==> config.mk <==
export PLATFORM = sky130hd
export DESIGN_NAME = mem_arbiter
export DESIGN_NICKNAME = d
export VERILOG_FILES = /design/src/rtl/mem_arb_pkg.sv /design/src/rtl/mem_arb_pick.sv /design/src/rtl/mem_arbiter.sv
export SDC_FILE = /design/constraint.sdc
export NUM_CORES = 1
export LEC_CHECK = 0
export CAP_MARGIN = 20
export CORE_MARGIN = 2
export CORE_UTILIZATION = 44
export CTS_BUF_LIST = sky130_fd_sc_hd__clkbuf_8
export CTS_CLUSTER_DIAMETER = 40
export CTS_CLUSTER_SIZE = 10
export DETAILED_ROUTE_END_ITERATION = 8
export MAX_ROUTING_LAYER = met4
export PLACE_DENSITY = 0.83
export SYNTH_ARGS = -nofsm -noshare
export SYNTH_HDL_FRONTEND = slang
export SYNTH_SLANG_ARGS = --single-unit
==> constraint.sdc <==
create_clock -name clock -period 2 [get_ports clock]
set_input_delay 0.3 -clock clock [delete_from_list [all_inputs] [get_ports clock]]
set_output_delay 0.3 -clock clock [all_outputs]
set_load 0.02 [all_outputs]
==> src/rtl/mem_arb_pkg.sv <==
// mem_arb_pkg: shared state encoding and port constants for the memory arbiter
package mem_arb_pkg;

    typedef enum logic [1:0] {
        IDLE  = 2'd0,
        ISSUE = 2'd1,
        RESP  = 2'd2
    } state_t;

    localparam logic PORT_FETCH = 1'b0;
    localparam logic PORT_DATA  = 1'b1;

    // One-hot grant vector for a port index
    function automatic logic [1:0] port_onehot(input logic p);
        return p ? 2'b10 : 2'b01;
    endfunction

endpackage

==> src/rtl/mem_arb_pick.sv <==
// mem_arb_pick: combinational 2-way picker, round-robin or fixed priority (MEM_ARB_FIXED_PRIO_EN)
module mem_arb_pick
    import mem_arb_pkg::*;
(
    input  logic       i_req0,
    input  logic       i_req1,
    input  logic       i_last,
    output logic [1:0] o_gnt
);

`ifdef MEM_ARB_FIXED_PRIO_EN
    logic w_unused;
    assign w_unused = i_last;

    // Load/store port always wins a tie
    always_comb begin
        o_gnt = i_req1 ? port_onehot(PORT_DATA) : (i_req0 ? port_onehot(PORT_FETCH) : 2'b00);
    end
`else
    // On a tie the port that was not granted last wins; a lone requester always wins
    always_comb begin
        o_gnt = (i_req0 && i_req1) ? port_onehot(i_last == PORT_FETCH ? PORT_DATA : PORT_FETCH)
                                   : {i_req1, i_req0};
    end
`endif

endmodule

==> src/rtl/mem_arbiter.sv <==
// mem_arbiter: two-port req/gnt arbiter and IDLE/ISSUE/RESP sequencer for a single-port memory; MEM_ARB_FIXED_PRIO_EN selects fixed priority
module mem_arbiter
    import mem_arb_pkg::*;
#(
    parameter int ADDR_W = 9,
    parameter int DATA_W = 32
)(
    input  logic              clock,
    input  logic              reset_n,
    input  logic              req0,
    input  logic              we0,
    input  logic [ADDR_W-1:0] addr0,
    input  logic [DATA_W-1:0] wdata0,
    input  logic              req1,
    input  logic              we1,
    input  logic [ADDR_W-1:0] addr1,
    input  logic [DATA_W-1:0] wdata1,
    output logic              gnt0,
    output logic              gnt1,
    output logic              ack0,
    output logic              ack1,
    output logic [DATA_W-1:0] rdata0,
    output logic [DATA_W-1:0] rdata1,
    output logic              busy,
    output logic              mem_read,
    output logic              mem_write,
    output logic [ADDR_W-1:0] mem_addr,
    output logic [DATA_W-1:0] mem_din,
    input  logic [DATA_W-1:0] mem_dout
);

    state_t            r_state;
    state_t            w_next;
    logic              r_port;
    logic              r_we;
    logic [ADDR_W-1:0] r_addr;
    logic [DATA_W-1:0] r_wdata;
    logic [DATA_W-1:0] r_rdata0;
    logic [DATA_W-1:0] r_rdata1;
    logic [1:0]        w_pick;
    logic              w_take;
    logic              w_last;
    logic              w_rd_resp;

    mem_arb_pick u_pick (
        .i_req0 (req0),
        .i_req1 (req1),
        .i_last (w_last),
        .o_gnt  (w_pick)
    );

    assign w_take    = (r_state == IDLE) && (|w_pick);
    assign w_rd_resp = (r_state == RESP) && !r_we;

`ifdef MEM_ARB_FIXED_PRIO_EN
    assign w_last = PORT_DATA;
`else
    logic r_last;

    // Remember the last granted port; reset value lets port 0 win the first tie
    always_ff @(posedge clock or negedge reset_n) begin
        if (!reset_n)
            r_last <= PORT_DATA;
        else if (w_take)
            r_last <= w_pick[1];
    end

    assign w_last = r_last;
`endif

    // State register; reset aborts any access in flight
    always_ff @(posedge clock or negedge reset_n) begin
        if (!reset_n)
            r_state <= IDLE;
        else
            r_state <= w_next;
    end

    // Next state and all handshake/strobe outputs, decoded from the state register
    always_comb begin
        w_next    = r_state == IDLE ? (w_take ? ISSUE : IDLE) : (r_state == ISSUE ? RESP : IDLE);
        gnt0      = (r_state == IDLE) && w_pick[0];
        gnt1      = (r_state == IDLE) && w_pick[1];
        ack0      = (r_state == RESP) && (r_port == PORT_FETCH);
        ack1      = (r_state == RESP) && (r_port == PORT_DATA);
        busy      = r_state != IDLE;
        mem_read  = (r_state == ISSUE) && !r_we;
        mem_write = (r_state == ISSUE) && r_we;
        mem_addr  = r_addr;
        mem_din   = r_wdata;
        rdata0    = (w_rd_resp && r_port == PORT_FETCH) ? mem_dout : r_rdata0;
        rdata1    = (w_rd_resp && r_port == PORT_DATA) ? mem_dout : r_rdata1;
    end

    // Capture the winner's payload at the grant edge
    always_ff @(posedge clock or negedge reset_n) begin
        if (!reset_n) begin
            r_port  <= PORT_FETCH;
            r_we    <= 1'b0;
            r_addr  <= '0;
            r_wdata <= '0;
        end else if (w_take) begin
            r_port  <= w_pick[1];
            r_we    <= w_pick[1] ? we1 : we0;
            r_addr  <= w_pick[1] ? addr1 : addr0;
            r_wdata <= w_pick[1] ? wdata1 : wdata0;
        end
    end

    // Hold the last read result per port; writes leave it untouched
    always_ff @(posedge clock or negedge reset_n) begin
        if (!reset_n) begin
            r_rdata0 <= '0;
            r_rdata1 <= '0;
        end else if (w_rd_resp) begin
            if (r_port == PORT_FETCH)
                r_rdata0 <= mem_dout;
            else
                r_rdata1 <= mem_dout;
        end
    end

endmodule

==> flow_summary.json <==
{
  "drc": 0,
  "rows": 40,
  "critPathRequiredTime_ns": 1.70,
  "vias_per_cell": 5.10,
  "io_pins": 232,
  "path_clk_slew_ns": 0.10,
  "numCtsBuffers": 9,
  "clockPowerShare_pct": 8.4,
  "skew_ns": 0.00865,
  "p_int_mw": 9.28,
  "grt_pass1_wl_mm": 22.5,
  "synthArstFlopShare_pct": 100,
  "route.met3.wl_mm": 1.07,
  "setup_viol": 64,
  "n_antenna_cell": 0,
  "postSynthCellCount": 327,
  "seqCellArea_um2": 2750,
  "gr-usage-all-layers_pct": 23.2,
  "synth.most_common_cell": "dfrtp_1",
  "routedWlPerCell_um": 20.6,
  "dieArea_um2": 13100,
  "cts_sinks": 110,
  "yosysWarningCount": 0,
  "final_layout_size_suffix_gt1_share_pct": 52.9,
  "htree_levels": 3,
  "power_leakage_nw": 4.15,
  "arrival_ns": 1.95,
  "ys_types": 22,
  "max_freq_mhz": 444,
  "violations": "negative setup slack",
  "multiInputGateArea_um2": 2690,
  "ant_nets": 0,
  "synthesis.nets": 447,
  "power_density_nw_per_um2": 1630,
  "fin_area_um2": 8920,
  "placed_area_um2": 8000,
  "rsz0062_at_grt": "true",
  "path_class": "flip-flop to output pin",
  "gp_congestion": 0.761,
  "avgSynthCellArea_um2": 16.4,
  "tns_ns": -12.33,
  "seq_area_frac_synth_pct": 51.2,
  "pwr-share-comb_pct": 64.1,
  "yosys_register_bits": 110,
  "post-place-ws_ns": -0.361,
  "dp.final_hpwl_mm": 10.2,
  "synth_edf_count": 0,
  "worst_slew_pin_slew_ns": 0.329,
  "cts_root_buffer": "clkbuf_8",
  "maxSlewHeadroom_pct": 78.1,
  "worst_hold_path_type": "input port to async pin",
  "p_seq_share_pct": 27.5,
  "ir_drop_v": 0.000836,
  "fp.dieH_um": 115,
  "crit_fanout": 5,
  "initial_core_util_pct": 44.9,
  "cts_tree": "built",
  "synth_area_leaders": "dfrtp_1 51%, mux2_4 22%, mux2_2 17%",
  "maxCapViolCount": 0,
  "grt_max_degree": 54,
  "coreArea_um2": 12000,
  "routed_wl_mm": 15.8,
  "grt-ovfl-total": 0,
  "fin_nets": 731,
  "clk_path_buf_depth": 2,
  "slew_viol_final": 0,
  "endpoint_kind": "output pin",
  "synth_top_area_share_pct": 50.7,
  "switching_share_pct": 36.3,
  "hold_viol": 0,
  "antenna_found_initial": 0,
  "port_buffers": 231,
  "grt_pass1_vias": 4141,
  "post-synth-top-area-cell": "dfrtp_1",
  "wl_met2_mm": 8.00,
  "worstSetupStartpointType": "flip-flop",
  "syn-cell-area_um2": 5380,
  "fp.dieW_um": 115,
  "top_layer_used": "met4",
  "power.switching_mw": 5.28,
  "areaGrowthSynthToFinish_pct": 66.0,
  "min_period_ns": 2.25,
  "firstDrtPassIters": 4,
  "worstSkewPairLatency_ns": 0.36,
  "ys.flop_type": "dfrtp_1",
  "drt_iter0_drc": 167,
  "wirelength_met1_mm": 6.18,
  "vias": 3893,
  "status": "finished with violations",
  "synth_commonest_cells": "109 x dfrtp_1, 83 x mux2_2, 78 x mux2_4",
  "fin_ws_ns": -0.253,
  "post-route-period-util_pct": 113,
  "n_fill_cell": 727
}
## worst paths after layout
check	from	to	slack, ns	depth (start not counted)
max reg2reg	r_state[0]	r_rdata1[2]	0.09	7
max in group asynchronous	reset_n	mem_din[20]	0.98	3
min reg2reg	r_rdata1[14]	r_rdata1[14]	0.51	1
min in group clock	r_rdata1[14]	r_rdata1[14]	0.51	1
min	reset_n	mem_din[22]	0.42	2
max	r_state[0]	rdata1[8]	-0.25	6
## cell usage in the layout (no fill, tap or decap)
cell             netlist  routed
buf_4                  4      40
mux2_4                78     142
buf_8                  4       2
a21o_1                 1       1
clkbuf_2               0       5
inv_1                  1       2
buf_16                 0       3
clkbuf_8               0      10
mux2_1                18       6
dlygate4sd3_1          0       1
nor3_4                 0       1
bufbuf_16              0       1
dlymetal6s2s_1         0       1
clkinv_2               0       2
clkinvlp_4             0       2
clkbuf_16              0       4
inv_6                  0       1
dfstp_2                1       1
dfrtp_1              109     109
nor2b_1                4       3
buf_6                  8      68
o21a_2                 0       1
mux2_2                83      31
a22o_1                 1       1
nand2_1                1       1
a21bo_2                0       1
and3b_1                1       1
and2_1                 1       1
nand2b_4               0       1
nor3_2                 1       1
nor2b_4                0       1
buf_12                 0       8
nor2_1                 3       3
clkdlybuf4s50_1        0     160
## what timing repair did
action | in CTS | in global routing
buffers inserted | 10 | 13
hold buffers | 1 | 0
pin swaps | 1 | 1
cloned | 5 | 4
endpoints found under the setup margin | 70 | 68
gates resized for setup | 355 | 126
hold endpoints to repair | 21 | 0
## state kept, by name, summed over array words and instances (netlist names)
register  cells
r_state       2
r_rdata0     32
r_port        1
r_we          1
r_last        1
mem_addr      9
r_rdata1     32
mem_din      32
## per-layer routing
metal,global-route usage [%],vias to the layer above
li1,-,1733
met1,28.5,1925
met2,39.0,195
met3,4.02,40
met4,7.64,0
met5,-,-
## power groups by stage
stage / Combinational, mW / Sequential [mW] / Clock [mW]
2_1_floorplan: 4.01 / 4.33 / 0
3_3_place_gp: 7.78 / 3.91 / 0
3_5_place_dp: 7.95 / 3.95 / 0
4_1_cts: 8.17 / 3.95 / 1.25
5_1_grt: 9.75 / 4.13 / 1.35
6_report: 9.32 / 4.01 / 1.22
## cell type report
cell class	count	area share, %
timing repair buffer	293	35.0
sequential	110	30.9
multi-input combinational	196	30.1
tap	147	2.06
clock buffer	10	1.54
clock inverter	6	0.421
inverter	1	0.0421
## metrics by stage
stage,instances,hold WS (ns),util [%],power [mW]
3_3_place_gp,715,0.222,66.9,11.7
5_1_grt,763,0.443,74.6,15.2
2_1_floorplan,327,0.00441,-,8.34
6_report,763,0.419,74.6,14.6
3_5_place_dp,715,0.227,66.9,11.9
4_1_cts,747,0.395,70.0,13.4
## cells by family (layout without fill, tap and decap cells)
| group | count (synthesis) | count (layout) | share of synthesized area (%) |
|---|---|---|---|
| AND/OR/NAND/NOR | 13 | 13 | 1.42 |
| flip-flops | 110 | 110 | 51.2 |
| multiplexers | 179 | 179 | 42.9 |
| buffers and inverters | 21 | 310 | 3.79 |
| AO/OA/AOI/OAI | 4 | 4 | 0.628 |
## critical path, cell delays in order, from the launching register on
cell and delay, ns:
dfrtp_1 0.41, and3b_1 0.24, nor2b_4 0.17, buf_8 0.16, clkbuf_16 0.17, mux2_4 0.31, buf_6 0.13
Note: power is estimated with default switching activity, not from simulation.
